$ cat src/rtl/alu_serial_rx_if.sv
`default_nettype none
// ============================================================================
// alu_serial_rx_if : serial request line and decoded-request bus of the
//                    ALU serial deserializer.
// Revision: 1.0
// ============================================================================
interface alu_serial_rx_if;
  logic        sin;
  logic        req_valid;
  logic [31:0] A;
  logic [31:0] B;
  logic [2:0]  op;
  logic [2:0]  err_flags;
  logic        busy;

  // Tester side: drives the serial line, observes decoded requests.
  modport master (
    output sin,
    input  req_valid, A, B, op, err_flags, busy
  );

  // Deserializer side.
  modport slave (
    input  sin,
    output req_valid, A, B, op, err_flags, busy
  );
endinterface
`default_nettype wire

$ cat src/rtl/alu_serial_rx.sv
`default_nettype none
// ============================================================================
// alu_serial_rx : deserializes 8 data frames + 1 command frame into A/B/op,
//                 checks frame count, CRC4 and opcode, emits one strobe/packet.
// Revision: 1.0
// ============================================================================
module alu_serial_rx #(
  parameter int DATA_FRAMES = 8,
  parameter int FRAME_BITS  = 11
) (
  input  logic           clk,
  input  logic           rst,
  alu_serial_rx_if.slave bus
);

  localparam logic [2:0] S_IDLE    = 3'd0;
  localparam logic [2:0] S_TYPE    = 3'd1;
  localparam logic [2:0] S_PAYLOAD = 3'd2;
  localparam logic [2:0] S_STOP    = 3'd3;
  localparam logic [2:0] S_DECODE  = 3'd4;

  localparam logic [2:0] c_PAY_LAST    = 3'(FRAME_BITS - 4);
  localparam logic [3:0] c_DATA_FRAMES = 4'(DATA_FRAMES);
  localparam logic [3:0] c_CNT_MAX     = 4'hF;
  localparam logic [3:0] c_POLY        = 4'h3;

  logic [2:0]  state_q, state_d;
  logic        type_q;
  logic [2:0]  bitcnt_q;
  logic [7:0]  shift_q;
  logic [63:0] data_q;
  logic [3:0]  cnt_q;
  logic        frm_err_q;
  logic        req_valid_q;
  logic [31:0] a_q, b_q;
  logic [2:0]  op_q;
  logic [2:0]  err_q;
  logic        w_busy;

  logic [2:0]  w_op_rx;
  logic [3:0]  w_crc_rx;
  logic [3:0]  w_crc_calc;
  logic        w_op_ok;
  logic [2:0]  w_err;

  function automatic logic [3:0] crc4(input logic [67:0] v);
    logic [3:0] c;
    logic       fb;
    c = 4'h0;
    for (int i = 67; i >= 0; i--) begin
      fb = c[3] ^ v[i];
      c  = {c[2:0], 1'b0} ^ (fb ? c_POLY : 4'h0);
    end
    return c;
  endfunction

  // The command payload stays in shift_q through STOP and DECODE.
  assign w_op_rx    = shift_q[6:4];
  assign w_crc_rx   = shift_q[3:0];
  assign w_crc_calc = crc4({data_q, 1'b1, w_op_rx});
  assign w_op_ok    = (w_op_rx == 3'b000) || (w_op_rx == 3'b001) ||
                      (w_op_rx == 3'b100) || (w_op_rx == 3'b101);

  always_comb begin
    w_err = 3'b000;
    if ((cnt_q != c_DATA_FRAMES) || frm_err_q) w_err = 3'b100;
    else if (w_crc_rx != w_crc_calc)           w_err = 3'b010;
    else if (!w_op_ok)                         w_err = 3'b001;
  end

  always_ff @(posedge clk) begin
    if (rst) state_q <= S_IDLE;
    else     state_q <= state_d;
  end

  always_comb begin
    state_d = state_q;
    case (state_q)
      S_IDLE:    if (!bus.sin) state_d = S_TYPE;
      S_TYPE:    state_d = S_PAYLOAD;
      S_PAYLOAD: if (bitcnt_q == 3'd0) state_d = S_STOP;
      S_STOP:    state_d = type_q ? S_DECODE : S_IDLE;
      S_DECODE:  state_d = S_IDLE;
      default:   state_d = S_IDLE;
    endcase
  end

  always_comb begin
    w_busy = (state_q == S_TYPE) || (state_q == S_PAYLOAD) || (state_q == S_STOP);
  end

  always_ff @(posedge clk) begin
    if (rst) begin
      type_q      <= 1'b0;
      bitcnt_q    <= 3'd0;
      shift_q     <= 8'h00;
      data_q      <= 64'h0;
      cnt_q       <= 4'h0;
      frm_err_q   <= 1'b0;
      req_valid_q <= 1'b0;
      a_q         <= 32'h0;
      b_q         <= 32'h0;
      op_q        <= 3'b000;
      err_q       <= 3'b000;
    end else begin
      req_valid_q <= 1'b0;
      case (state_q)
        S_TYPE: begin
          type_q   <= bus.sin;
          bitcnt_q <= c_PAY_LAST;
        end
        S_PAYLOAD: begin
          shift_q  <= {shift_q[6:0], bus.sin};
          bitcnt_q <= bitcnt_q - 3'd1;
        end
        S_STOP: begin
          if (!bus.sin) begin
            frm_err_q <= 1'b1;
          end else if (!type_q) begin
            data_q <= {data_q[55:0], shift_q};
            if (cnt_q != c_CNT_MAX) cnt_q <= cnt_q + 4'd1;
          end
        end
        S_DECODE: begin
          req_valid_q <= 1'b1;
          err_q       <= w_err;
          cnt_q       <= 4'h0;
          frm_err_q   <= 1'b0;
          if (w_err == 3'b000) begin
            b_q  <= data_q[63:32];
            a_q  <= data_q[31:0];
            op_q <= w_op_rx;
          end
        end
        default: ;
      endcase
    end
  end

  assign bus.req_valid = req_valid_q;
  assign bus.A         = a_q;
  assign bus.B         = b_q;
  assign bus.op        = op_q;
  assign bus.err_flags = err_q;
  assign bus.busy      = w_busy;

endmodule
`default_nettype wire

$ cat src/flat_wrapper.sv
// flat-port wrapper written by rule: the top's interface ports become plain ports
module alu_serial_rx_flat 
#(
  parameter int DATA_FRAMES = 8,
  parameter int FRAME_BITS  = 11
)
  (clk, rst, bus_sin, bus_req_valid, bus_A, bus_B, bus_op, bus_err_flags, bus_busy);
  alu_serial_rx_if bus_i ();
  input  logic clk;
  input  logic rst;
  input wire logic [$bits(bus_i.sin)-1:0] bus_sin;
  output wire logic [$bits(bus_i.req_valid)-1:0] bus_req_valid;
  output wire logic [$bits(bus_i.A)-1:0] bus_A;
  output wire logic [$bits(bus_i.B)-1:0] bus_B;
  output wire logic [$bits(bus_i.op)-1:0] bus_op;
  output wire logic [$bits(bus_i.err_flags)-1:0] bus_err_flags;
  output wire logic [$bits(bus_i.busy)-1:0] bus_busy;
  assign bus_i.sin = bus_sin;
  assign bus_req_valid = bus_i.req_valid;
  assign bus_A = bus_i.A;
  assign bus_B = bus_i.B;
  assign bus_op = bus_i.op;
  assign bus_err_flags = bus_i.err_flags;
  assign bus_busy = bus_i.busy;
  alu_serial_rx #(.DATA_FRAMES(DATA_FRAMES), .FRAME_BITS(FRAME_BITS)) u_core (.clk(clk), .rst(rst), .bus(bus_i));
endmodule
$ cat config.mk
export PLATFORM = sky130hd
export DESIGN_NAME = alu_serial_rx_flat
export DESIGN_NICKNAME = d
export VERILOG_FILES = /design/src/rtl/alu_serial_rx_if.sv /design/src/rtl/alu_serial_rx.sv /design/src/flat_wrapper.sv
export SDC_FILE = /design/constraint.sdc
export NUM_CORES = 1
export LEC_CHECK = 0
export ABC_AREA = 0
export CORE_MARGIN = 10
export CORE_UTILIZATION = 33
export CTS_BUF_LIST = sky130_fd_sc_hd__clkbuf_4
export CTS_CLUSTER_DIAMETER = 40
export DETAILED_ROUTE_END_ITERATION = 16
export PLACE_DENSITY = 0.48
export SYNTH_ARGS = -nofsm -noshare
export SYNTH_HDL_FRONTEND = slang
export SYNTH_SLANG_ARGS = --single-unit
$ cat constraint.sdc
create_clock -name clk -period 5 [get_ports clk]
set_clock_uncertainty 0.05 [all_clocks]
set_input_delay 0.5 -clock clk [delete_from_list [all_inputs] [get_ports clk]]
set_output_delay 0.5 -clock clk [all_outputs]
set_load 0.05 [all_outputs]
# Word-level counts from Yosys, hierarchy flattened

Cells that the tools add are included.

Output and inout port bits: 72
Input bits: 3
Bits in registers: 155
Word-level logic and storage cells: 264

Add/subtract/negate cells: 2
Equal/unequal tests: 16
Reduce and logical (&&, ||, !) cells: 17
Bitwise gates (word level): 134
Mux-type cells: 83

Operators with widths:

| cell                                                                | count |
|---|---|
| 4-bit XOR                                                           | 67 |
| 2-bit two-way mux                                                   | 68 |
| 1-bit XOR                                                           | 65 |
| 3-bit two-way mux                                                   | 5 |
| 3-bit zero test                                                     | 4 |
| 4-bit two-way mux                                                   | 3 |
| 3-bit one-hot mux with 4 select lines                               | 1 |
| 2-bit != test (second input constant)                               | 5 |
| 3-bit == test (second input constant)                               | 3 |
| 4-bit != test (second input constant)                               | 2 |
| 4-bit one-hot mux with 2 select lines                               | 1 |
| 3-bit by 1-bit == test with 1-bit output (second input constant)    | 2 |
| 3-bit by 2-bit == test with 1-bit output (second input constant)    | 2 |
| 1-bit logical OR                                                    | 6 |
| 3-bit one-hot mux with 2 select lines                               | 1 |
| 2-bit AND reduction                                                 | 3 |
| 4-bit by 1-bit adder with 4-bit output (second input constant)      | 1 |
| 4-bit != test                                                       | 1 |
| 4-bit AND reduction                                                 | 1 |
| 2-bit nonzero test                                                  | 2 |
| 1-bit two-way mux                                                   | 3 |
| 3-bit AND reduction                                                 | 1 |
| 3-bit by 1-bit subtractor with 3-bit output (second input constant) | 1 |
| 2-bit by 1-bit != test with 1-bit output (second input constant)    | 1 |
| 3 further kinds                                                     | 3 |

# Logic depth before layout (Yosys ltp)

Gate-level depths: netlist of run 1.

Depth after elaboration: 205
Depth in mapped cells: 13

# Worst setup path after synthesis of run 1

Ideal clock, no wire load.

Path type: reg-to-reg
From: register u_core.data_q[53]
To: register u_core.b_q[11] (netlist: u_core.bus.B[11])
Cell stages (with the launch flop): 13
Slack: 1.145 ns
Arrival: 3.733 ns
Required time: 4.878 ns
Cell sequence: dfxtp_1 > xnor3_1 > xnor3_1 > xnor3_2 > xor3_2 > xnor3_2 > xor2_2 > xnor3_1 > nand4b_1 > o22ai_2 > buf_6 > buf_6 > mux2i_1

Longest elaborated chain between the ends: 102
Elaborated cells between the ends (all ways): 172
Classes of those cells: eq/ne: 1; mux: 57; bitwise: 112; reduce/logical: 2

RTL lines:

| item                            | RTL line             | text |
|---|---|---|
| start, declared                 | alu_serial_rx.sv:31  | `logic [63:0] data_q;` |
| start signal, assigned          | alu_serial_rx.sv:120 | `data_q <= {data_q[55:0], shift_q};` |
| 1-bit XOR *                     | alu_serial_rx.sv:51  | `fb = c[3] ^ v[i];` |
| 2-bit two-way mux *             | alu_serial_rx.sv:52  | `c = {c[2:0], 1'b0} ^ (fb ? c_POLY : 4'h0);` |
| 4-bit XOR * (3 in series)       | alu_serial_rx.sv:52  |  |
| 1-bit XOR                       | alu_serial_rx.sv:51  |  |
| 2-bit two-way mux               | alu_serial_rx.sv:52  |  |
| 4-bit XOR * (3 in series)       | alu_serial_rx.sv:52  |  |
| 1-bit XOR                       | alu_serial_rx.sv:51  |  |
| 2-bit two-way mux               | alu_serial_rx.sv:52  |  |
| (+82 left out)                  | --                   |  |
| 1-bit XOR                       | alu_serial_rx.sv:51  |  |
| 2-bit two-way mux               | alu_serial_rx.sv:52  |  |
| 4-bit XOR *                     | alu_serial_rx.sv:52  |  |
| 4-bit != test *                 | alu_serial_rx.sv:67  | `else if (w_crc_rx != w_crc_calc) w_err = 3'b010;` |
| 3-bit two-way mux *             | alu_serial_rx.sv:67  |  |
| 3-bit two-way mux *             | alu_serial_rx.sv:66  | `if ((cnt_q != c_DATA_FRAMES) \|\| frm_err_q) w_err = 3'b100;` |
| 3-bit zero test *               | alu_serial_rx.sv:129 | `if (w_err == 3'b000) begin` |
| 2-bit AND reduction (no line) * | --                   |  |
| end signal, assigned            | alu_serial_rx.sv:130 | `b_q <= data_q[63:32];` |
| end, declared                   | alu_serial_rx.sv:35  | `logic [31:0] a_q, b_q;` |

Every way passes the cells marked *; elsewhere a longest branch is shown, timed or not.
A chain may end at the register's enable or synchronous reset.

# Worst setup path in the final report of run 1

From: register u_core.data_q[53]
To: register u_core.a_q[18] (netlist: u_core.bus.A[18])

Longest elaborated chain between the ends: 102
Elaborated cells between the ends (all ways): 172
Classes of those cells: eq/ne: 1; mux: 57; bitwise: 112; reduce/logical: 2

RTL lines:

| item                            | RTL line             | text |
|---|---|---|
| 1-bit XOR *                     | alu_serial_rx.sv:51  |  |
| 2-bit two-way mux *             | alu_serial_rx.sv:52  |  |
| 4-bit XOR * (3 in series)       | alu_serial_rx.sv:52  |  |
| 1-bit XOR                       | alu_serial_rx.sv:51  |  |
| 2-bit two-way mux               | alu_serial_rx.sv:52  |  |
| 4-bit XOR * (3 in series)       | alu_serial_rx.sv:52  |  |
| 1-bit XOR                       | alu_serial_rx.sv:51  |  |
| 2-bit two-way mux               | alu_serial_rx.sv:52  |  |
| (+82 left out)                  | --                   |  |
| 1-bit XOR                       | alu_serial_rx.sv:51  |  |
| 2-bit two-way mux               | alu_serial_rx.sv:52  |  |
| 4-bit XOR *                     | alu_serial_rx.sv:52  |  |
| 4-bit != test *                 | alu_serial_rx.sv:67  |  |
| 3-bit two-way mux *             | alu_serial_rx.sv:67  |  |
| 3-bit two-way mux *             | alu_serial_rx.sv:66  |  |
| 3-bit zero test *               | alu_serial_rx.sv:129 |  |
| 2-bit AND reduction (no line) * | --                   |  |
| end signal, assigned            | alu_serial_rx.sv:131 | `a_q <= data_q[31:0];` |
| end, declared                   | alu_serial_rx.sv:35  |  |

Marked as above.

==> run_results.csv, run 1 <==
group,metric,value,unit
clock_tree,cts_resized,0,
layout,area_growth,17.0,%
detailed_routing,drt_iter0_markers,284,
grt,grt_start_max_net_pins,112,
yosys,synth.top_cell.area_share,40.2,%
critical_path,path_buf_inv,1,
sta,worst_pin_slew,0.867,ns
yosys,yosysWarnings,0,
yosys,synth_area,7710,um^2
detailed_routing,viasPerCell,4.53,
yosys,syn_inst,819,
place,gp_congestion,0.760,
sta,hold_slack,0.379,ns
place,placed_cells,1162,
layout,fillerInstances,2345,
critical_path,worstSetupPathType,"reg2reg",
yosys,synth_top_family_by_area,"simple AND/OR/NAND/NOR gates",
sta,setup_viol,0,
yosys,synth.distinct_cells,41,
critical_path,cp_max_fo,30,
grt,grt_use_total,12.4,%
pwr,pwr_density_cell,248,nW/um^2
critical_path,critPathSlowestCell,"xnor3_1",
die,num_rows,55,
critical_path,slowest_delay,0.48,ns
yosys,synth_top_flop_cell,"dfxtp_1",
sta,finalCriticalPeriod,4.39,ns
sta,finalSetupTns,0,ns
yosys,synth_fa_ha_area_share,0.649,%
detailed_routing,wl_per_cell,15.3,um
pwr,leakage,0.00299,uW
place,dp_hpwl,12.5,mm
yosys,ys_async_sr_fraction,0,%
critical_path,crit_arrival,4.80,ns
clock_tree,cts_made_buffers,17,
clock_tree,cts_tree,"done",
run_status,status,"complete, no violations",
die,start_util,33.8,%
clock_tree,hold_buffers,0,
layout,finalNetCount,875,
die,ios,75,
sta,rsz0062_at_grt,"no",
detailed_routing,drc,0,
clock_tree,clk_latency,0.55,ns
detailed_routing,routed_wl,18.3,mm
critical_path,crit_path_cell_trace,"xnor3_1, xnor3_1, xnor3_2, xor3_2, xnor3_2, xor2_2, xnor3_1, nand4b_1, o22ai_4, buf_4, mux2i_1",
die,fp.dieW,173,um
yosys,synth_xor_area_share,19.3,%
grt,antenna_found_initial,1,
critical_path,start_kind,"register",
flow_run,cap_violations,0,
clock_tree,post_cts_buffers,0,
sta,slew_violations,0,
clock_tree,cts_max_path_buffers,2,
worst_hold_path,hp-class,"in2reg",
yosys,yosysTopAreaCell,"dfxtp_1",
critical_path,crit_required,5.42,ns
place,portBuffers,74,
critical_path,cp-end-kind,"register",
layout,layout-drive-gt1-share,5.45,%
grt,grt_pass1_vias,5458,
clock_tree,clk_pin_slew,0.14,ns
yosys,synth_compound_gate_area_share,6.13,%
yosys,syn_avg_cell_area,9.42,um^2
sta,relSlewSlack,42.2,%
pwr,vdd_ir_drop_max,134,uV
yosys,synth_fp_nets,826,
sta,post-route-worst-setup-slack,0.613,ns
detailed_routing,firstDrtPassIters,4,
sta,timing.final.crit_share,87.7,%
yosys,synth_seq_cells,155,
die,die-area,29900,um^2
pwr,power.total,2240,uW
die,coreArea,22800,um^2
layout,fin_cells,1195,
yosys,synth_simple_gate_area_share,21.3,%
yosys,muxShareOfSynthArea,9.09,%
critical_path,crit_top_cell,"xnor3_1",
grt,grt-ovfl-total,0,
die,dieHeight,173,um
clock_tree,h-tree-depth,4,
detailed_routing,ant_nets,0,
yosys,seq_area_frac_synth,40.2,%
grt,grt_pass1_wl,30.3,mm
critical_path,critical-path-top-delay-family,"XOR/XNOR gates",
clock_tree,clkSinkCount,155,
sta,finalHoldViolCount,0,
clock_tree,root_buffer,"clkbuf_4",
detailed_routing,vias,5410,
sta,fmax,228,MHz
yosys,synth-edff-count,0,
place,pre_cts_ws,0.583,ns
yosys,synth_area_leaders,"dfxtp_1, nand2b_1, mux2i_1",
==> path summary, 6_finish.rpt <==
| check | depth (start not counted) | start | slack, ns | end |
|---|---|---|---|---|
| worst max-delay path | 11 | u_core.data_q[53]$_SDFFE_PP0P_ | 0.61 | u_core.bus.A[18]$_SDFFE_PP0P_ |
| worst min register to register | 2 | u_core.shift_q[7]$_SDFFE_PP0P_ | 0.42 | u_core.shift_q[7]$_SDFFE_PP0P_ |
| worst min-delay path | 2 | rst | 0.38 | u_core.bus.err_flags[2]$_SDFFE_PP0P_ |
| worst max register to register | 11 | u_core.data_q[53]$_SDFFE_PP0P_ | 0.61 | u_core.bus.A[18]$_SDFFE_PP0P_ |
==> power by group <==
part	internal, uW	switching, uW	leakage, uW
clock network	412	468	0.000171
logic	40.5	63.4	0.00157
registers	1240	13.7	0.00125
==> area by class of cell <==
class | instances | area [um^2] | share of cell area [%]
well taps | 313 | 392 | 4.34
repair buffers | 81 | 816 | 9.04
clock inverters | 12 | 171 | 1.90
inverters | 6 | 22.5 | 0.250
diodes | 1 | 2.50 | 0.0277
multi-input cells | 607 | 4370 | 48.4
clock buffers | 20 | 150 | 1.66
flip-flops and latches | 155 | 3100 | 34.4
==> placed cells by master, fill, tap and decap left out, drive strengths merged, types with 2 or more instances in the layout <==
cell type / synthesis / final
a211oi: 3 / 3
a21oi: 75 / 75
and2: 2 / 2
buf: 14 / 8
bufinv: 0 / 4
clkbuf: 37 / 20
clkdlybuf4s50: 0 / 73
clkinv: 0 / 5
clkinvlp: 0 / 2
dfxtp: 155 / 155
ha: 4 / 4
inv: 6 / 7
mux2i: 70 / 70
nand2: 152 / 152
nand2b: 133 / 133
nand3: 2 / 2
nand3b: 2 / 2
nand4: 2 / 2
nor2: 24 / 24
nor3: 3 / 3
nor3b: 4 / 4
o21ai: 5 / 5
o22ai: 2 / 2
xnor2: 64 / 64
xnor3: 25 / 25
xor2: 16 / 16
xor3: 9 / 9
==> cells by family after synthesis <==
group | count (synthesis)
AND/OR/NAND/NOR | 330
flip-flops | 155
multiplexers | 70
AO/OA/AOI/OAI | 89
XOR/XNOR | 114
buffers and inverters | 57
adder cells (fa/ha/maj) | 4
==> routing by layer <==
metal | vias up | wire length (um) | GRT usage [%]
met1 | 2554 | 8590 | 15.6
met2 | 81 | 8810 | 20.9
met5 | - | 0 | 0
met3 | 13 | 756 | 3.35
li1 | 2762 | - | -
met4 | 0 | 160 | 2.80
==> sequential cells by signal (all words and copies together) (netlist names) <==
register              count
u_core.data_q            64
u_core.bus.A             32
u_core.bus.B             32
u_core.shift_q            8
u_core.cnt_q              4
u_core.bitcnt_q           3
u_core.bus.err_flags      3
u_core.bus.op             3
u_core.state_q            3
u_core.bus.req_valid      1
u_core.frm_err_q          1
u_core.type_q             1
==> cells in the mapped netlist, types with 2 or more instances <==
library cell / n
dfxtp_1: 155
nand2_1: 152
nand2b_1: 133
a21oi_1: 75
mux2i_1: 70
xnor2_1: 64
clkbuf_1: 37
nor2_1: 24
xnor3_1: 22
xor2_1: 15
xor3_1: 8
buf_1: 6
inv_1: 6
o21ai_0: 5
buf_6: 4
ha_1: 4
a211oi_1: 3
buf_4: 3
nor3_1: 3
nor3b_1: 3
xnor3_2: 3
and2_1: 2
nand3_1: 2
nand3b_1: 2
nand4_1: 2
==> through the flow <==
stage | utilization [%] | instance area (um^2)
CTS | 39.5 | 9020
global placement | 38.1 | 8700
finish | 39.5 | 9020
global route | 39.5 | 9020
detailed placement | 38.1 | 8700
floorplan | - | 7710
(Power assumes the default switching activity.)
==> run 2: changes to the inputs <==
--- a/config.mk
+++ b/config.mk
@@ -9,9 +9,10 @@
 export CORE_MARGIN = 10
 export CORE_UTILIZATION = 33
 export CTS_BUF_LIST = sky130_fd_sc_hd__clkbuf_4
-export CTS_CLUSTER_DIAMETER = 40
+export CTS_CLUSTER_DIAMETER = 60
 export DETAILED_ROUTE_END_ITERATION = 16
 export PLACE_DENSITY = 0.48
+export SKIP_LAST_GASP = 1
 export SYNTH_ARGS = -nofsm -noshare
 export SYNTH_HDL_FRONTEND = slang
 export SYNTH_SLANG_ARGS = --single-unit
==> results of run 2 <==
Final layout, timing and power as in run 1 (identical DEF).
==> run 3: changes to the inputs <==
--- a/config.mk
+++ b/config.mk
@@ -11,7 +11,9 @@
 export CTS_BUF_LIST = sky130_fd_sc_hd__clkbuf_4
 export CTS_CLUSTER_DIAMETER = 60
 export DETAILED_ROUTE_END_ITERATION = 16
+export HOLD_SLACK_MARGIN = 0.03
 export PLACE_DENSITY = 0.48
+export RECOVER_POWER = 25
 export SKIP_LAST_GASP = 1
 export SYNTH_ARGS = -nofsm -noshare
 export SYNTH_HDL_FRONTEND = slang
==> constraint.sdc (replaced) <==
create_clock -name clk -period 4.8 [get_ports clk]
set_clock_uncertainty 0.05 [all_clocks]
set_input_delay 0.48 -clock clk [delete_from_list [all_inputs] [get_ports clk]]
set_output_delay 0.48 -clock clk [all_outputs]
set_load 0.05 [all_outputs]
==> run 3 against run 2 <==
  * The flow now finishes with violations (max-capacitance violations, max-slew violations)
  * Worst setup slack got worse by 0.079 ns
  * Cell area about the same
  * Flip-flop and latch count unchanged
  * Highest routed layer unchanged
  * Total power increased by 4.1%
  * Clock power increased by 4.2%
==> run_results.csv, run 3 (synthesized netlist as in run 1, its figures left out) <==
group,metric,value,unit
detailed_routing,drc,0,
clock_tree,cts_resized,0,
sta,timing.final.crit_share,88.9,%
die,coreArea,22800,um^2
sta,worst_pin_slew,2.93,ns
layout,regMostFlops,"u_core.data_q",
critical_path,crit_required,5.24,ns
layout,final_cell_mix,"dfxtp_1, nand2_1, nand2b_1",
critical_path,r2r_slack,0.53,ns
detailed_routing,viasPerCell,4.48,
pwr,p_int,1760,uW
die,fp.dieW,173,um
grt,antenna_found_initial,1,
pwr,clockPowerShare,39.3,%
clock_tree,cts_tree,"done",
sta,finalSetupTns,0,ns
grt,grtUsageMet3,3.29,%
critical_path,crit_top_cell,"xnor3_1",
grt,grt.met2_usage,20.3,%
sta,finalHoldViolCount,0,
grt,busiest_layer,"met2",
die,start_util,33.8,%
sta,setup_viol,0,
clock_tree,clk_latency,0.56,ns
critical_path,slowest_delay,0.47,ns
detailed_routing,routed_wl,17.9,mm
worst_hold_path,min_from,"u_core.shift_q[7]$_SDFFE_PP0P_",
layout,finalNetCount,874,
layout,largest_register_ff_count,64,
critical_path,worstReg2RegEnd,"u_core.bus.B[25]$_SDFFE_PP0P_",
place,portBuffers,74,
critical_path,crit_path_cell_trace,"xnor3_1, xnor3_1, xnor3_2, xor3_2, xnor3_2, xor2_2, xnor3_1, nand4b_1, o22ai_4, buf_4, mux2i_1",
critical_path,critPathSlowestCell,"xnor3_1",
sta,slew_violations,65,
clock_tree,post_cts_buffers,0,
layout,fin_util,39.5,%
clock_tree,root_buffer,"clkbuf_4",
clock_tree,clk_pin_slew,0.14,ns
place,dp_hpwl,12.1,mm
run_status,status,"finished with violations",
sta,hold_slack,0.419,ns
pwr,swShare,24.6,%
pwr,pwr_density_cell,259,nW/um^2
clock_tree,cts_max_path_buffers,2,
detailed_routing,drt_iter0_markers,317,
die,die-area,29900,um^2
grt,grt_start_max_net_pins,104,
critical_path,r2r_start,"u_core.data_q[53]$_SDFFE_PP0P_",
grt,grt-ovfl-total,0,
clock_tree,h-tree-depth,4,
detailed_routing,wl_per_cell,15.0,um
sta,rsz0062_at_grt,"no",
pwr,vdd_ir_drop_max,151,uV
worst_hold_path,worstHoldPathCells,2,
pwr,seqPwrFrac,56.1,%
detailed_routing,firstDrtPassIters,4,
place,gp_congestion,0.744,
flow_run,cap_violations,1,
grt,use_met1,15.0,%
critical_path,cp_max_fo,22,
pwr,p_switching,575,uW
pwr,combPwrFrac,4.6,%
sta,post-route-worst-setup-slack,0.534,ns
sta,fmax,234,MHz
pwr,leakage,0.00297,uW
place,pre_cts_ws,0.543,ns
layout,layout-drive-gt1-share,5.11,%
detailed_routing,ant_nets,0,
die,dieHeight,173,um
die,num_rows,55,
clock_tree,clkSinkCount,155,
critical_path,worstRegToRegCells,11,
sta,relSlewSlack,-95.7,%
critical_path,start_kind,"register",
run_status,failed_checks,"max-capacitance violations, max-slew violations",
grt,grt_pass1_vias,5344,
critical_path,cp-end-kind,"register",
grt,grt_pass1_wl,29.6,mm
grt,grt_use_total,12.1,%
layout,final_common_cell,"dfxtp_1",
clock_tree,hold_buffers,0,
critical_path,worstSetupPathType,"reg2reg",
critical_path,crit_arrival,4.70,ns
sta,finalCriticalPeriod,4.27,ns
detailed_routing,vias,5348,
worst_hold_path,hold_path_end,"u_core.shift_q[7]$_SDFFE_PP0P_",
clock_tree,cts_made_buffers,17,
worst_hold_path,hp-class,"reg2reg",
die,ios,75,
layout,area_growth,16.9,%
run 3: cell types whose count changed in the layout (fill, tap and decap cells not counted), moves of 2 or more:
cell,previous run,this run
clkinv_4,1,3
buf_4,6,4
clkinv_2,3,1
clkbuf_4,20,18
run 3: area by class of cell:
| class | instances | area (um^2) |
|---|---|---|
| timing repair buffer | 80 | 805 |
| inverter | 6 | 22.5 |
| multi-input combinational | 607 | 4360 |
| tap | 313 | 392 |
| fill | 2387 | 13800 |
| antenna | 1 | 2.50 |
| clock inverter | 14 | 195 |
| sequential | 155 | 3100 |
| clock buffer | 18 | 135 |
run 3: through the flow:
step / cell area (um^2) / power [uW] / cells
floorplan: 7710 / 1420 / 819
global placement: 8690 / 1450 / 1161
detailed placement: 8690 / 1450 / 1161
CTS: 9020 / 2380 / 1193
global route: 9020 / 2460 / 1194
finish: 9020 / 2330 / 1194
run 3: worst max-delay path by stage:
stage | startpoint | to | slack, ns
4_1_cts | u_core.data_q[33]$_SDFFE_PP0P_ | u_core.bus.B[25]$_SDFFE_PP0P_ | 0.49
3_5_place_dp | u_core.data_q[53]$_SDFFE_PP0P_ | u_core.bus.B[25]$_SDFFE_PP0P_ | 0.54
3_3_place_gp | u_core.data_q[55]$_SDFFE_PP0P_ | u_core.bus.B[21]$_SDFFE_PP0P_ | 0.61
5_1_grt | u_core.data_q[33]$_SDFFE_PP0P_ | u_core.bus.B[27]$_SDFFE_PP0P_ | 0.34
2_1_floorplan | u_core.data_q[53]$_SDFFE_PP0P_ | u_core.bus.B[11]$_SDFFE_PP0P_ | 0.95
6_report | u_core.data_q[53]$_SDFFE_PP0P_ | u_core.bus.B[25]$_SDFFE_PP0P_ | 0.53
run 3: critical path, delay by kind of cell (launching register included):
family,cells,cell delay [ns]
buffers and inverters,1,0.39
flip-flops,1,0.44
AND/OR/NAND/NOR,1,0.17
XOR/XNOR,7,2.68
AO/OA/AOI/OAI,1,0.21
multiplexers,1,0.24
run 3: layer usage:
layer  share of wire [%]  vias up
met5                   0        -
met4                0.70        0
met3                 3.4        6
met2                  48       50
met1                  48     2514
li1                    -     2778
run 3: power by group through the flow:
stage               clock network, uW  logic, uW  registers (uW)
finish                            917        107            1310
global route                     1020        120            1310
CTS                               961        110            1310
detailed placement                  0        110            1340
global placement                    0        110            1340
floorplan                           0       91.5            1330
